==> src/rtl/lsu_sequencer.sv <==
// lsu_sequencer
// Single-outstanding load/store sequencer between the execute stage and
// mem_interface. A request is accepted over a valid/ready handshake, held
// stable on the mem_* outputs while the bus is driven, and answered with one
// registered response (load data or error code) over a second handshake.
// Flush aborts the outstanding request; a grant timeout bounds the wait in
// ISSUE.

module lsu_sequencer #(
    parameter int DATA_WIDTH     = 32,
    parameter int ADDR_WIDTH     = 32,
    parameter int SIZE_WIDTH     = 3,
    parameter int TIMEOUT_CYCLES = 255
) (
    input  logic                  clk,
    input  logic                  rst,

    // request handshake from the execute stage
    input  logic                  req_valid,
    output logic                  req_ready,
    input  logic                  req_write,
    input  logic [ADDR_WIDTH-1:0] req_address,
    input  logic [SIZE_WIDTH-1:0] req_sign_size,
    input  logic [DATA_WIDTH-1:0] req_wdata,

    // abort of the outstanding request
    input  logic                  flush,

    // response handshake back to the execute stage
    output logic                  rsp_valid,
    input  logic                  rsp_ready,
    output logic [DATA_WIDTH-1:0] rsp_rdata,
    output logic [1:0]            rsp_error,

    // mem_interface side
    input  logic                  mem_available,
    output logic [ADDR_WIDTH-1:0] mem_address,
    output logic [SIZE_WIDTH-1:0] mem_sign_size,
    output logic [DATA_WIDTH-1:0] mem_data_in,
    output logic                  mem_rd,
    output logic                  mem_wr,
    input  logic [DATA_WIDTH-1:0] mem_data_out,
    input  logic                  mem_malign,
    input  logic                  mem_complete_read,
    input  logic                  mem_complete_write
);

    // Timeout counter is wide enough to hold TIMEOUT_CYCLES; a zero limit
    // turns the timeout off but still leaves a 1-bit counter in place.
    localparam int CNT_WIDTH = (TIMEOUT_CYCLES < 1) ? 1 : $clog2(TIMEOUT_CYCLES + 1);
    localparam logic [CNT_WIDTH-1:0] CNT_LIMIT = CNT_WIDTH'(TIMEOUT_CYCLES);
    localparam logic [CNT_WIDTH-1:0] CNT_MAX   = '1;
    localparam bit                   TIMEOUT_EN = (TIMEOUT_CYCLES != 0);

    // Response error codes
    localparam logic [1:0] ERR_OK       = 2'b00;
    localparam logic [1:0] ERR_MISALIGN = 2'b01;
    localparam logic [1:0] ERR_TIMEOUT  = 2'b10;

    typedef enum logic [2:0] {
        S_IDLE,   // waiting for a request
        S_ISSUE,  // strobe on the bus, waiting for grant / completion
        S_WAIT,   // load issued, waiting for read data
        S_DROP,   // flushed load, swallowing its read completion
        S_RESP    // response presented, waiting for rsp_ready
    } state_t;

    state_t                  state;

    // Latched request fields, stable for the whole transaction
    logic                    op_write;
    logic [ADDR_WIDTH-1:0]   op_addr;
    logic [SIZE_WIDTH-1:0]   op_size;
    logic [DATA_WIDTH-1:0]   op_wdata;

    logic [CNT_WIDTH-1:0]    tmo_cnt;
    logic                    accept;
    logic                    timeout_hit;

    // A new request can be taken when idle, or in RESP in the very cycle the
    // current response is consumed; flush and reset always block acceptance.
    assign req_ready = !rst && !flush &&
                       ((state == S_IDLE) || ((state == S_RESP) && rsp_ready));
    assign accept    = req_valid && req_ready;

    assign timeout_hit = TIMEOUT_EN && (tmo_cnt == CNT_LIMIT);

    // Strobes and response-valid are decoded from state and forced low while
    // reset is asserted, so nothing reaches the bus during a mid-flight reset.
    assign mem_rd    = !rst && (state == S_ISSUE) && !op_write;
    assign mem_wr    = !rst && (state == S_ISSUE) &&  op_write;
    assign rsp_valid = !rst && (state == S_RESP);

    assign mem_address   = op_addr;
    assign mem_sign_size = op_size;
    assign mem_data_in   = op_wdata;

    // Capture the request fields on every accepted handshake.
    // NOTE: pure datapath registers qualified by accept need no reset; nothing
    // observes them before the first accept loads them.
    always_ff @(posedge clk) begin
        if (accept) begin
            op_write <= req_write;
            op_addr  <= req_address;
            op_size  <= req_sign_size;
            op_wdata <= req_wdata;
        end
    end

    // Sequencer FSM with timeout counter and registered response fields.
    // NOTE: all state here is updated with non-blocking assignments so every
    // branch sees the pre-edge values of state, tmo_cnt and the response.
    always_ff @(posedge clk) begin
        if (rst) begin
            state     <= S_IDLE;
            tmo_cnt   <= '0;
            rsp_rdata <= '0;
            rsp_error <= ERR_OK;
        end else begin
            case (state)
                S_IDLE: begin
                    if (accept) begin
                        state   <= S_ISSUE;
                        tmo_cnt <= '0;
                    end
                end

                S_ISSUE: begin
                    // Count consecutive no-grant cycles, saturating
                    if (!mem_available && (tmo_cnt != CNT_MAX)) begin
                        tmo_cnt <= tmo_cnt + CNT_WIDTH'(1);
                    end

                    if (flush) begin
                        state <= S_IDLE;
                    end else if (mem_malign) begin
                        state     <= S_RESP;
                        rsp_error <= ERR_MISALIGN;
                        rsp_rdata <= '0;
                    end else if (op_write && mem_complete_write) begin
                        state     <= S_RESP;
                        rsp_error <= ERR_OK;
                        rsp_rdata <= '0;
                    end else if (!op_write && mem_available) begin
                        // Read is on the bus this cycle; leaving ISSUE drops
                        // mem_rd so the load is issued exactly once.
                        state <= S_WAIT;
                    end else if (timeout_hit) begin
                        state     <= S_RESP;
                        rsp_error <= ERR_TIMEOUT;
                        rsp_rdata <= '0;
                    end
                end

                S_WAIT: begin
                    if (flush) begin
                        // If the data lands in the flush cycle there is
                        // nothing left to drain, so skip DROP.
                        state <= mem_complete_read ? S_IDLE : S_DROP;
                    end else if (mem_complete_read) begin
                        state     <= S_RESP;
                        rsp_error <= ERR_OK;
                        rsp_rdata <= mem_data_out;
                    end
                end

                S_DROP: begin
                    if (mem_complete_read) begin
                        state <= S_IDLE;
                    end
                end

                S_RESP: begin
                    if (flush) begin
                        state <= S_IDLE;
                    end else if (rsp_ready) begin
                        if (accept) begin
                            state   <= S_ISSUE;
                            tmo_cnt <= '0;
                        end else begin
                            state <= S_IDLE;
                        end
                    end
                end

                default: begin
                    state <= S_IDLE;
                end
            endcase
        end
    end

endmodule

==> config.mk <==
export PLATFORM = sky130hd
export DESIGN_NAME = lsu_sequencer
export DESIGN_NICKNAME = d
export VERILOG_FILES = /design/src/rtl/lsu_sequencer.sv
export SDC_FILE = /design/constraint.sdc
export NUM_CORES = 1
export LEC_CHECK = 0
export CAP_MARGIN = 30
export CORE_MARGIN = 1
export CORE_UTILIZATION = 40
export CTS_BUF_LIST = sky130_fd_sc_hd__clkbuf_4
export CTS_CLUSTER_SIZE = 12
export DETAILED_ROUTE_END_ITERATION = 12
export MAX_ROUTING_LAYER = met4
export PLACE_DENSITY = 0.78
export SYNTH_ARGS = -nofsm -noshare
export SYNTH_HDL_FRONTEND = slang
export SYNTH_SLANG_ARGS = --single-unit
==> constraint.sdc <==
create_clock -name clk -period 6.15 [get_ports clk]
set_clock_uncertainty 0.05 [all_clocks]
set_input_delay 1.23 -clock clk [delete_from_list [all_inputs] [get_ports clk]]
set_output_delay 1.23 -clock clk [all_outputs]
set_load 0.005 [all_outputs]
# Word-level counts from Yosys, hierarchy flattened
# Cells that the tools add are included.
[totals] regBits=113 latch_bits=0 ram_bits=0 mem_bits_ro=0 input_bits=109 output_inout_bits=105 word_cells=85 memories=0
[classes] n_addsub=1 multipliers=0 div=0 magnitude_cmp=0 n_eq_ne=19 n_shift=0 mux=35 bitwise=0 reduce_logical=22
[op_table] op="32-bit two-way mux" n=7
[op_table] op="32-bit case mux with 2 select lines" n=1
[op_table] op="3-bit two-way mux" n=11
[op_table] op="8-bit two-way mux" n=4
[op_table] op="8-bit case mux with 3 select lines" n=1
[op_table] op="2-bit two-way mux" n=8
[op_table] op="3-bit case mux with 5 select lines" n=1
[op_table] op="2-bit != test, second input constant" n=7
[op_table] op="1-bit logical AND" n=11
[op_table] op="8-bit by 1-bit adder with 8-bit output, second input constant" n=1
[op_table] op="8-bit equality test, second input constant" n=1
[op_table] op="8-bit != test, second input constant" n=1
[op_table] op="3-bit by 2-bit equality test with 1-bit output, second input constant" n=2
[op_table] op="3-bit != test, second input constant" n=2
[op_table] op="6-bit by 4-bit != test with 1-bit output, second input constant" n=1
[op_table] op="6-bit AND reduction" n=1
[op_table] op="5-bit AND reduction" n=1
[op_table] op="1-bit zero test" n=4
[op_table] op="4-bit by 3-bit != test with 1-bit output, second input constant" n=1
[op_table] op="4-bit != test, second input constant" n=1
[op_table] op="2-bit case mux with 2 select lines" n=1
[op_table] op="4-bit AND reduction" n=1
[op_table] op="3-bit by 1-bit equality test with 1-bit output, second input constant" n=1
[op_table] op="3-bit equality test, second input constant" n=1
[op_table] op="6 further kinds" n=6

# Logic depth before layout (Yosys ltp)
[depth] ltp_word=9 ltp_mapped=7 depth_no_buf=5

# Least setup slack after synthesis
# No wires, ideal clock.
[synth_timing] kind="input -> register" startpoint="input port flush" endpoint="register state[0]" setup_time_ns=0.087 arrival_time_ns=3.241 required_time_ns=6.013 slack_ns=2.772 stages=5 cell_sequence="nor2_1 nand4_1 inv_1 a211oi_1 a211oi_1"
[synth_between] elab_chain_len=8 word_cells_on_any_way=15 cone_classes="eq/ne: 4; mux: 6; reduce/logical: 5"
[synth_lines] item="start, declared" line="27" text="input logic flush,"
[synth_lines] item="1-bit zero test (*)" line="82" text="assign req_ready = !rst && !flush &&"
[synth_lines] item="1-bit logical AND (*) (2 in series)" line="82"
[synth_lines] item="1-bit logical AND (*)" line="84" text="assign accept = req_valid && req_ready;"
[synth_lines] item="via accept" line="77" text="logic accept;"
[synth_lines] item="1-bit two-way mux" line="177" text="if (accept) begin"
[synth_lines] item="3-bit two-way mux" line="176" text="end else if (rsp_ready) begin"
[synth_lines] item="3-bit two-way mux" line="174" text="if (flush) begin"
[synth_lines] item="3-bit case mux with 5 select lines" line="120" text="case (state)"
[synth_lines] item="end signal, assigned" line="159" text="state <= mem_complete_read ? S_IDLE : S_DROP;"
[synth_lines] item="end, declared" line="68" text="state_t state;"
# Mark *: on every way through the listed nets, which the timed path passes. The rest lies on a longest branch. The select of a mux whose other input is x is not followed.
# A chain may end at the register's enable or synchronous reset.

# Worst setup path in the final report
[layout_timing] startpoint="input port rst" endpoint="output port req_ready"
[layout_between] elab_chain_len=3
[layout_lines] item="start, declared" line="16" text="input logic rst,"
[layout_lines] item="1-bit zero test" line="82"
[layout_lines] item="1-bit logical AND (2 in series)" line="82"
[layout_lines] item="end, declared" line="20" text="output logic req_ready,"
# Every way passes these cells.

==> metrics.txt <==
Die W=~100 um; design area=0.006827 mm^2; CTS H-tree lvls=4; Main synth FF type=edfxtp_1; Post-Synth Adder-Cell Area=0.2954%; Fin. Hold Viols=0; max_cap viols=0; worst hold margin=0.4275 ns; worst skew pair latency=approximately 0.50 ns; count of different cell masters after synthesis=45; Comb power frac=8.5%; PwrDens=approximately 230 mW/mm^2; Post-synth EDFFs=between 60 and 70; Synth Area in Compound Gates=3.959%; worst hold path type=reg2reg; P_int=1.247 mW; Final Cycle Share=between 60% and 70%; input/output buffers=213; Post-CTS Hold Buffers=0; Final Net Count=640; simple-gate share of the synthesized area=15.48%; leading cell type in the layout, fill and taps excluded=clkdlybuf4s50_1; vias post-DR=3334; Final Non-Filler Cells=680; Post-Syn Nets=421; xor/xnor share of the synthesized area=0%; placed insts=~650; Critical Path RT=4.87 ns; Remaining DRCs=0; crit path DAT=2.82 ns; dpl cell area=0.006484 mm^2; vias in the first global route=3289; All-Layer GR Usage=21.89%; post-CTS setup buffers=0; Place WS=~2 ns; Root Buffer=clkbuf_4; unrepaired setup endpoints after global routing=false; post-DP HPWL=8514 um; Placeable Area=about 0.01 mm^2; Avg WL per Cell=16.75 um; critical path capture point type=output pin; worst r2r path cells=4; largest family of logic cells by synthesized area=simple AND/OR/NAND/NOR gates; asr flop ratio synth=0%; CTS Buf Count=17; Antenna Nets Post-Route=0; Mapped Area=0.004235 mm^2; initial DRC count=161; WS Path Type=in2out; initial antenna violation count=1; hold path cells=2; global placer's final weighted congestion=0.8692; clock network power share=40.0%; Psw=0.3510 mW; aggregate negative setup slack=0 ns; Leak=2.520 nW; Filler cells=about 790; Initial DRT Pass Iterations=5; mux contribution to synthesized area=8.065%; largest net degree at the start of global routing=53; crit-path max FO=52; die span in y=104.9 um; row count=37; total congestion overflow=0; first-pass GRT wire length=17490 um; IO Pins=214; maximum vdd drop=between 100 and 150 uV; Seq/Total Area, Yosys=between 60% and 70%; Post-Synthesis Cells=~310; synthesized area per cell=13.62 um^2; CP startpoint kind=primary input; Tmin final=between 4 and 5 ns; Final setup viols=0; Post-CTS Resized=0; starting density of the core=between 40% and 50%; outcome=complete, no violations; Slew Limit Fails=0; maximum buffer depth of the clock tree=2; TritonCTS clock tree=yes; Switching Share=a little over a fifth; sequential power share=51.6%; die area=0.01100 mm^2; Rel. slew slack=37.96%; area grow syn2layout=61.18%; worst setup margin=2.045 ns; DRT Wirelength=11390 um; share of layout cells above drive strength 1=8.103%; clock-pin slew on the worst setup and hold paths=0.09 ns; FF+latch count, synth=113; fmax=243.6 MHz; Vias per Instance=4.903; commonest cells after routing, fill and taps aside=213 x clkdlybuf4s50_1, 68 x edfxtp_1, 45 x dfxtp_1; Sink Count=113; Worst-Margin Slew=0.9292 ns; yosys warns=0
[cells in the mapped netlist, types with 2 or more instances]
| library cell | instances | area (um^2) |
|---|---|---|
| buf_2 | 2 | 10.01 |
| nor2_1 | 8 | 30.03 |
| a211o_1 | 2 | 17.52 |
| nor4b_1 | 3 | 26.28 |
| edfxtp_1 | 68 | 2042 |
| nand3_1 | 7 | 35.03 |
| buf_6 | 5 | 56.30 |
| and2_1 | 2 | 12.51 |
| nor2b_1 | 3 | 18.77 |
| nor3_1 | 8 | 40.04 |
| a211oi_1 | 4 | 30.03 |
| a21oi_1 | 4 | 20.02 |
| and3_1 | 3 | 18.77 |
| dfxtp_1 | 45 | 900.9 |
| clkbuf_1 | 9 | 33.78 |
| inv_1 | 2 | 7.510 |
| nor3b_1 | 3 | 22.52 |
| o21ai_0 | 3 | 15.01 |
| mux2i_1 | 33 | 330.3 |
| nand2_1 | 34 | 127.6 |
| nand2b_1 | 37 | 231.5 |
| nand4_1 | 3 | 18.77 |
[stage by stage]
stage	utilization, %	power (mW)
detailed placement	63.09	0.9770
floorplan	-	0.8740
global route	66.42	1.653
CTS	66.40	1.617
global placement	62.94	0.9729
finish	66.42	1.598
[area by class of cell]
| type | count | area (um^2) | area share (%) |
|---|---|---|---|
| Multi-Input combinational cell | 179 | 1194 | 17.49 |
| Inverter | 2 | 7.507 | 0.1100 |
| Clock buffer | 18 | 135.1 | 1.979 |
| Tap cell | 136 | 170.2 | 2.493 |
| Clock inverter | 14 | 205.2 | 3.006 |
| Sequential cell | 113 | 2943 | 43.11 |
| Timing Repair Buffer | 217 | 2170 | 31.78 |
| Antenna cell | 1 | 2.502 | 0.03666 |
[sequential cells by signal, summed over array words and instances (netlist names)]
| signal | cells |
|---|---|
| mem_data_in | 32 |
| tmo_cnt | 8 |
| state | 3 |
| mem_address | 32 |
| rsp_error | 2 |
| op_write | 1 |
| mem_sign_size | 3 |
| rsp_rdata | 32 |
[power by group through the flow]
stage / combinational, mW / sequential [mW] / clock, mW
after floorplan: 0.0315 / 0.842 / 0
after global placement: 0.132 / 0.841 / 0
after detailed placement: 0.135 / 0.842 / 0
after CTS: 0.136 / 0.824 / 0.656
after global routing: 0.144 / 0.826 / 0.683
final: 0.135 / 0.824 / 0.639
[worst paths after layout]
check | startpoint | endpoint | slack, ns
hold / removal | rsp_rdata[1] | rsp_rdata[1] | 0.43
hold reg to reg | rsp_rdata[1] | rsp_rdata[1] | 0.43
setup reg to reg | state[0] | mem_sign_size[2] | 3.66
setup / recovery | rst | req_ready | 2.05
[logic make-up (layout without fill, tap and decap cells)]
| family | after synthesis | count (layout) |
|---|---|---|
| mux | 34 | 34 |
| buf+inv | 19 | 251 |
| compound gates | 24 | 24 |
| simple gates | 120 | 120 |
| fa+ha+maj | 1 | 1 |
| flops | 113 | 113 |
| other cells | 0 | 1 |
[metal layers]
layer  routed length [um]  GRT usage [%]  up-vias
met5                    0              -        -
met4                  110          6.942        0
met3                  827          6.987       12
met2                 6211          38.74      167
met1                 4241          23.18     1577
li1                     -              -     1578
[critical path: stages]
cell,delay (ns)
clkdlybuf4s50_1,0.45
buf_4,0.37
nor2_1,0.14
and3_1,0.19
clkdlybuf4s50_1,0.44
(Power assumes the default switching activity.)
